**src/rtl/port_stat_counter.sv**
```systemverilog
// Per-port event counter bank for the 4-port switch: one saturating or wrapping
// counter per port with a sticky overflow flag, read through a single-cycle req/ack port.
module port_stat_counter #(
    parameter int NUM_PORTS = 4,
    parameter int WIDTH     = 16,
    parameter int SATURATE  = 1,
    localparam int PW       = (NUM_PORTS > 1) ? $clog2(NUM_PORTS) : 1
) (
    input  logic                 clk,
    input  logic                 reset,
    input  logic                 en,
    input  logic [NUM_PORTS-1:0] inc,
    input  logic                 clear_all,
    input  logic                 rd_req,
    input  logic [PW-1:0]        rd_port,
    input  logic                 rd_clear,
    output logic                 rd_ack,
    output logic [WIDTH-1:0]     rd_data,
    output logic [NUM_PORTS-1:0] ovf
);

    localparam logic [WIDTH-1:0] FULL = {WIDTH{1'b1}};
    localparam logic [WIDTH-1:0] ZERO = {WIDTH{1'b0}};
    localparam logic [WIDTH-1:0] ONE  = WIDTH'(1);

    logic [WIDTH-1:0]     cnt_q [NUM_PORTS];
    logic [WIDTH-1:0]     cnt_d [NUM_PORTS];
    logic [NUM_PORTS-1:0] ovf_q;
    logic [NUM_PORTS-1:0] ovf_d;
    logic                 rd_ack_q;
    logic                 rd_ack_d;
    logic [WIDTH-1:0]     rd_data_q;
    logic [WIDTH-1:0]     rd_data_d;
    logic [WIDTH-1:0]     rd_sel_s;

    // Next counter/overflow state per channel, highest-priority event first.
    always_comb begin
        for (int i = 0; i < NUM_PORTS; i++) begin
            cnt_d[i] = cnt_q[i];
            ovf_d[i] = ovf_q[i];
            if (clear_all) begin
                cnt_d[i] = ZERO;
                ovf_d[i] = 1'b0;
            end else if (rd_req && rd_clear && (rd_port == PW'(i))) begin
                // Clear-on-read keeps this cycle's increment so no event is lost.
                cnt_d[i] = (en && inc[i]) ? ONE : ZERO;
                ovf_d[i] = 1'b0;
            end else if (en && inc[i]) begin
                if (cnt_q[i] == FULL) begin
                    cnt_d[i] = (SATURATE != 0) ? FULL : ZERO;
                    ovf_d[i] = 1'b1;
                end else begin
                    cnt_d[i] = cnt_q[i] + ONE;
                end
            end else begin
                cnt_d[i] = cnt_q[i];
            end
        end
    end

    // Read mux and capture; out-of-range channels return zero.
    always_comb begin
        rd_sel_s  = ZERO;
        rd_ack_d  = 1'b0;
        rd_data_d = rd_data_q;
        for (int i = 0; i < NUM_PORTS; i++) begin
            rd_sel_s = (rd_port == PW'(i)) ? cnt_q[i] : rd_sel_s;
        end
        if (rd_req) begin
            rd_ack_d  = 1'b1;
            rd_data_d = rd_sel_s;
        end else begin
            rd_ack_d  = 1'b0;
            rd_data_d = rd_data_q;
        end
    end

    // State registers with asynchronous reset.
    always_ff @(posedge clk or posedge reset) begin
        if (reset) begin
            for (int i = 0; i < NUM_PORTS; i++) begin
                cnt_q[i] <= ZERO;
            end
            ovf_q     <= {NUM_PORTS{1'b0}};
            rd_ack_q  <= 1'b0;
            rd_data_q <= ZERO;
        end else begin
            for (int i = 0; i < NUM_PORTS; i++) begin
                cnt_q[i] <= cnt_d[i];
            end
            ovf_q     <= ovf_d;
            rd_ack_q  <= rd_ack_d;
            rd_data_q <= rd_data_d;
        end
    end

    assign rd_ack  = rd_ack_q;
    assign rd_data = rd_data_q;
    assign ovf     = ovf_q;

endmodule

```
**config.mk**
```make
export PLATFORM = sky130hd
export DESIGN_NAME = port_stat_counter
export DESIGN_NICKNAME = d
export VERILOG_FILES = /design/src/rtl/port_stat_counter.sv
export SDC_FILE = /design/constraint.sdc
export NUM_CORES = 1
export LEC_CHECK = 0
export CAP_MARGIN = 20
export CORE_MARGIN = 2
export CORE_UTILIZATION = 45
export DETAILED_ROUTE_END_ITERATION = 12
export GPL_ROUTABILITY_DRIVEN = 0
export PLACE_DENSITY = 0.7
export REMOVE_ABC_BUFFERS = 1
export SETUP_SLACK_MARGIN = 0.15
export SYNTH_ARGS = -nofsm -noshare
export SYNTH_HDL_FRONTEND = slang
export SYNTH_SLANG_ARGS = --single-unit
```
**constraint.sdc**
```tcl
create_clock -name clk -period 4.75 [get_ports clk]
set_clock_uncertainty 0.1 [all_clocks]
set_input_delay 0.475 -clock clk [delete_from_list [all_inputs] [get_ports clk]]
set_output_delay 0.475 -clock clk [all_outputs]
set_load 0.02 [all_outputs]
```
# Word level (Yosys, flattened, before mapping)

Cells that the tools add are included.

Register bits after elaboration: 85
Output and inout bits: 21
Word-level logic and storage cells: 84

Add/subtract/negate cells: 4
Eq/ne operators: 7
Mux-type cells: 41
Reduce and logical (&&, ||, !) cells: 22

Operators with widths:

| operator                | number |
|---|---|
| $mux W16                | 20 |
| $add A16 B1 Y16 const B | 4 |
| $eq A16 B16 Y1 const B  | 4 |
| $reduce_bool A3 Y1      | 8 |
| $mux W1                 | 21 |
| $logic_and A1 B1 Y1     | 9 |
| $reduce_and A2 Y1       | 4 |
| $eq A2 B2 Y1 const B    | 2 |
| $eq A2 B1 Y1 const B    | 1 |
| $logic_not A2 Y1        | 1 |

# Logic depth before layout (Yosys ltp)

Depth in word-level cells: 5
Mapped depth: 7
Gate-level depth less buffers: 5

# Worst setup path before layout

Ideal clock, no wire load.

Path kind: in2reg
Start point: input port rd_port[0]
End point: register rd_data_q[4], in the netlist rd_data[4]
Setup time: 125 ps
Data arrival time: 1717 ps
Required time: 4525 ps
Setup slack: 2808 ps
Stages on the path: 4
Path buffers: 2
Path through: buf_2 buf_6 mux4_1 mux2_2

Word-level cells in the longest chain between the ends: 5

RTL lines:

| item                   | line | source |
|---|---|---|
| start, declared        | 15   | `input logic [PW-1:0] rd_port,` |
| $logic_not A2 Y1       | 67   | `rd_sel_s = (rd_port == PW'(i)) ? cnt_q[i] : rd_sel_s;` |
| $mux W16 (3 in series) | 67   |  |
| $mux W16 (*)           | 67   |  |
| end signal, assigned   | 93   | `rd_data_q <= rd_data_d;` |
| end, declared          | 32   | `logic [WIDTH-1:0] rd_data_q;` |

Every way passes the cells marked *; elsewhere a longest branch is shown, timed or not.
A chain may end at the register's enable or synchronous reset.

# Worst setup path in the final report

Start point: input port en
End point: register cnt_q[3] (netlist name)

Word-level cells in the longest chain between the ends: 2

RTL lines:

| item                          | line | source |
|---|---|---|
| start, declared               | 11   | `input logic en,` |
| $logic_and A1 B1 Y1           | 48   | `end else if (en && inc[i]) begin` |
| $reduce_bool A3 Y1 (no line)  | -    |  |
| end signal, assigned by index | 89   | `cnt_q[i] <= cnt_d[i];` |
| end, declared                 | 26   | `logic [WIDTH-1:0] cnt_q [NUM_PORTS];` |

No other way between the ends.

==> results.toml <==
[status]
status = "completed"

[worst_setup_path]
cp_slowest_cell = "clkdlybuf4s50_1"
arrival_ps = 2940
rr_startpoint = "cnt_q[21]$_DFFE_PP0P_"
path_max_fanout = 17
reg2regPathDepth = 4
cp-startpoint = "en"
crit_type = "input pin to register"
r2r_end = "cnt_q[17]$_DFFE_PP0P_"
critPathCaptureType = "register"
crit_required_ps = 4930
reg2reg_slack_ps = 2560
start_kind = "input pin"
path_buf_inv = 1
crit_chain = "clkdlybuf4s50_1 > nand2_1 > nor4_1 > nand4_1 > o21ai_0"
crit_family = "simple AND/OR/NAND/NOR gates"
cp_slowest_stage_delay_ps = 870

[synth]
postSynthAreaPerCell_um2 = 10.58
synthFlopType = "dfrtp_1"
synth_top_area_cell = "dfrtp_1"
synth_commonest_cells = "85 x dfrtp_1, 30 x o21ai_0, 27 x nand2_1, 27 x xnor2_1, 25 x nor3_1"
synth.most_common_cell = "dfrtp_1"
postSynth.asyncResetShare_pct = 100.0
synth_warnings = 0
syn_area_um2 = 4632
netlist_top_cells_area = "dfrtp_1 46%, mux4_2 7.3%, xnor2_1 5.1%"
synth_top_area_share_pct = 45.92
yosysSeqAreaShare_pct = 45.92
yosys_register_bits = 85
synth_edf_count = 0
synth_cells = 438
ys_types = 49

[global_routing]
grt_pass1_vias = 3555
antenna_found_initial = 0
grt_pass1_wl_um = 18820
track_usage_pct = 21.80
grt_start_max_net_pins = 56
grt-ovfl-total = 0

[floorplanning]
die_w_um = 105.5
die_h_um = 105.5
io_pins = 33
die_area_um2 = 11120
rows = 37
core_um2 = 10140
start_util_pct = 45.69

[power_and_ir_drop]
leakage_nw = 2.032
ir_drop_mv = 0.1121
powerDensity_nw_per_um2 = 251.7

[clocking]
htree_levels = 3
cts_made_buffers = 9
cts_hold_buf = 0
cts_resized = 0
cts_setup_buffers = 0
clkLatencyLatePin_ps = 370
root_buffer = "clkbuf_8"
clk_pin_slew_ps = 80
clock_sinks = 85
cts.path.max_buffers = 2
tritoncts = "done"

[placed_design]
io_buffer_count = 32
dp_hpwl_um = 8261

[routing]
drt-total-wl_um = 11330
drc_errors = 0
viasPerCell = 6.167
dr.pass1.iters = 5
wire_per_inst_um = 18.72
postRouteAntennaNets = 0
route.vias.total = 3731
drt_iter0_drc = 320

[min_path]
hold_path_end = "ovf[1]$_DFFE_PP0P_"
min_path_cells = 2
hold_class = "register to register"
holdCritStartpoint = "ovf[1]$_DFFE_PP0P_"

[timing]
drv_slew = 0
fin_crit_ps = 2757
rsz0062_at_grt = "no"
relSlewSlack_pct = 37.39
holdWs_ps = 368.9
tightest_slew_ps = 938.0
fmax_ghz = 0.3627
fin_tns_setup_ps = 0
setup_viol = 0
post-route-period-util_pct = 58.04
hold_violations = 0

[cells_and_area]
drive_gt1_share_pct = 12.58
fillCellCount = 876
area_growth_syn_to_layout_pct = 12.24
diodes = 0
nets = 483

[job]
maxCapViolations = 0
[sequential cells by signal, summed over array words and instances (netlist names)]
name and cells:
cnt_q 64, rd_data 16, ovf 4, rd_ack 1
[through the flow]
stage	util [%]	cells	total power, mW	area (µm²)	setup slack [ps]
6_report	51.28	605	1.309	5199	1993
5_1_grt	51.28	605	1.357	5199	1833
4_1_cts	51.28	605	1.318	5199	2065
3_5_place_dp	49.62	592	0.8405	5031	1691
3_3_place_gp	49.62	592	0.8382	5031	1789
2_1_floorplan	-	421	0.7945	4517	1982
[where the power goes]
group          internal [mW]  leakage, nW  switching [mW]
registers              0.729         1.18         0.00694
clock network          0.233       0.0878           0.251
logic                 0.0332        0.763          0.0560
total                  0.995         2.03           0.313
[placed cells by master (no fill, tap or decap), drive strengths merged, types with 4 or more instances in the layout]
master / instances
a21oi: 21
nor3: 28
nor2: 24
or2: 4
mux2i: 5
nor4: 18
dfrtp: 85
inv: 10
mux2: 16
a211oi: 11
ha: 4
and3: 6
a31oi: 12
xnor2: 27
mux4: 16
o21ai: 30
nand3: 22
a311oi: 4
clkdlybuf4s50: 32
nor2b: 5
clkbuf: 10
nand2: 27
nand4: 19
[area by class of cell]
class                      instances  area [µm²]  share of cell area (%)
clock buffer                      10       127.6                   2.455
multi-input combinational        325        2349                   45.17
timing repair buffer              35       342.8                   6.594
sequential                        85        2127                   40.91
tap                              136       170.2                   3.273
inverter                          11       42.54                  0.8183
clock inverter                     3       40.04                  0.7702
[worst max path at each step]
stage          cells past startpoint  slack [ps]               endpoint
3_3_place_gp                       5        1790  cnt_q[61]$_DFFE_PP0P_
5_1_grt                            5        1830   cnt_q[5]$_DFFE_PP0P_
4_1_cts                            5        2070   cnt_q[3]$_DFFE_PP0P_
6_report                           5        1990   cnt_q[3]$_DFFE_PP0P_
3_5_place_dp                       5        1690   cnt_q[3]$_DFFE_PP0P_
2_1_floorplan                      1        1980   cnt_q[0]$_DFFE_PP0P_
[worst min-delay path, stage by stage, from the launching register on]
cell     delay [ps]
dfrtp_1         350
nand2_1          50
nand2_1          40
[layer usage]
metal	GRT usage, %	vias up	part of all wire (%)
met5	0	-	0
met4	10.00	0	2.9
met2	33.18	123	47
li1	-	1726	-
met3	3.401	23	5.6
met1	30.69	1859	44
[kinds of logic after synthesis]
kind of cell	Yosys count	synth area share, %
compound gates	83	10.64
xor+xnor	29	5.484
fa+ha+maj	4	1.081
buf+inv	28	3.376
flops	85	45.92
mux	37	12.83
simple gates	172	20.67
No activity file was read; power rests on OpenSTA's default activity.
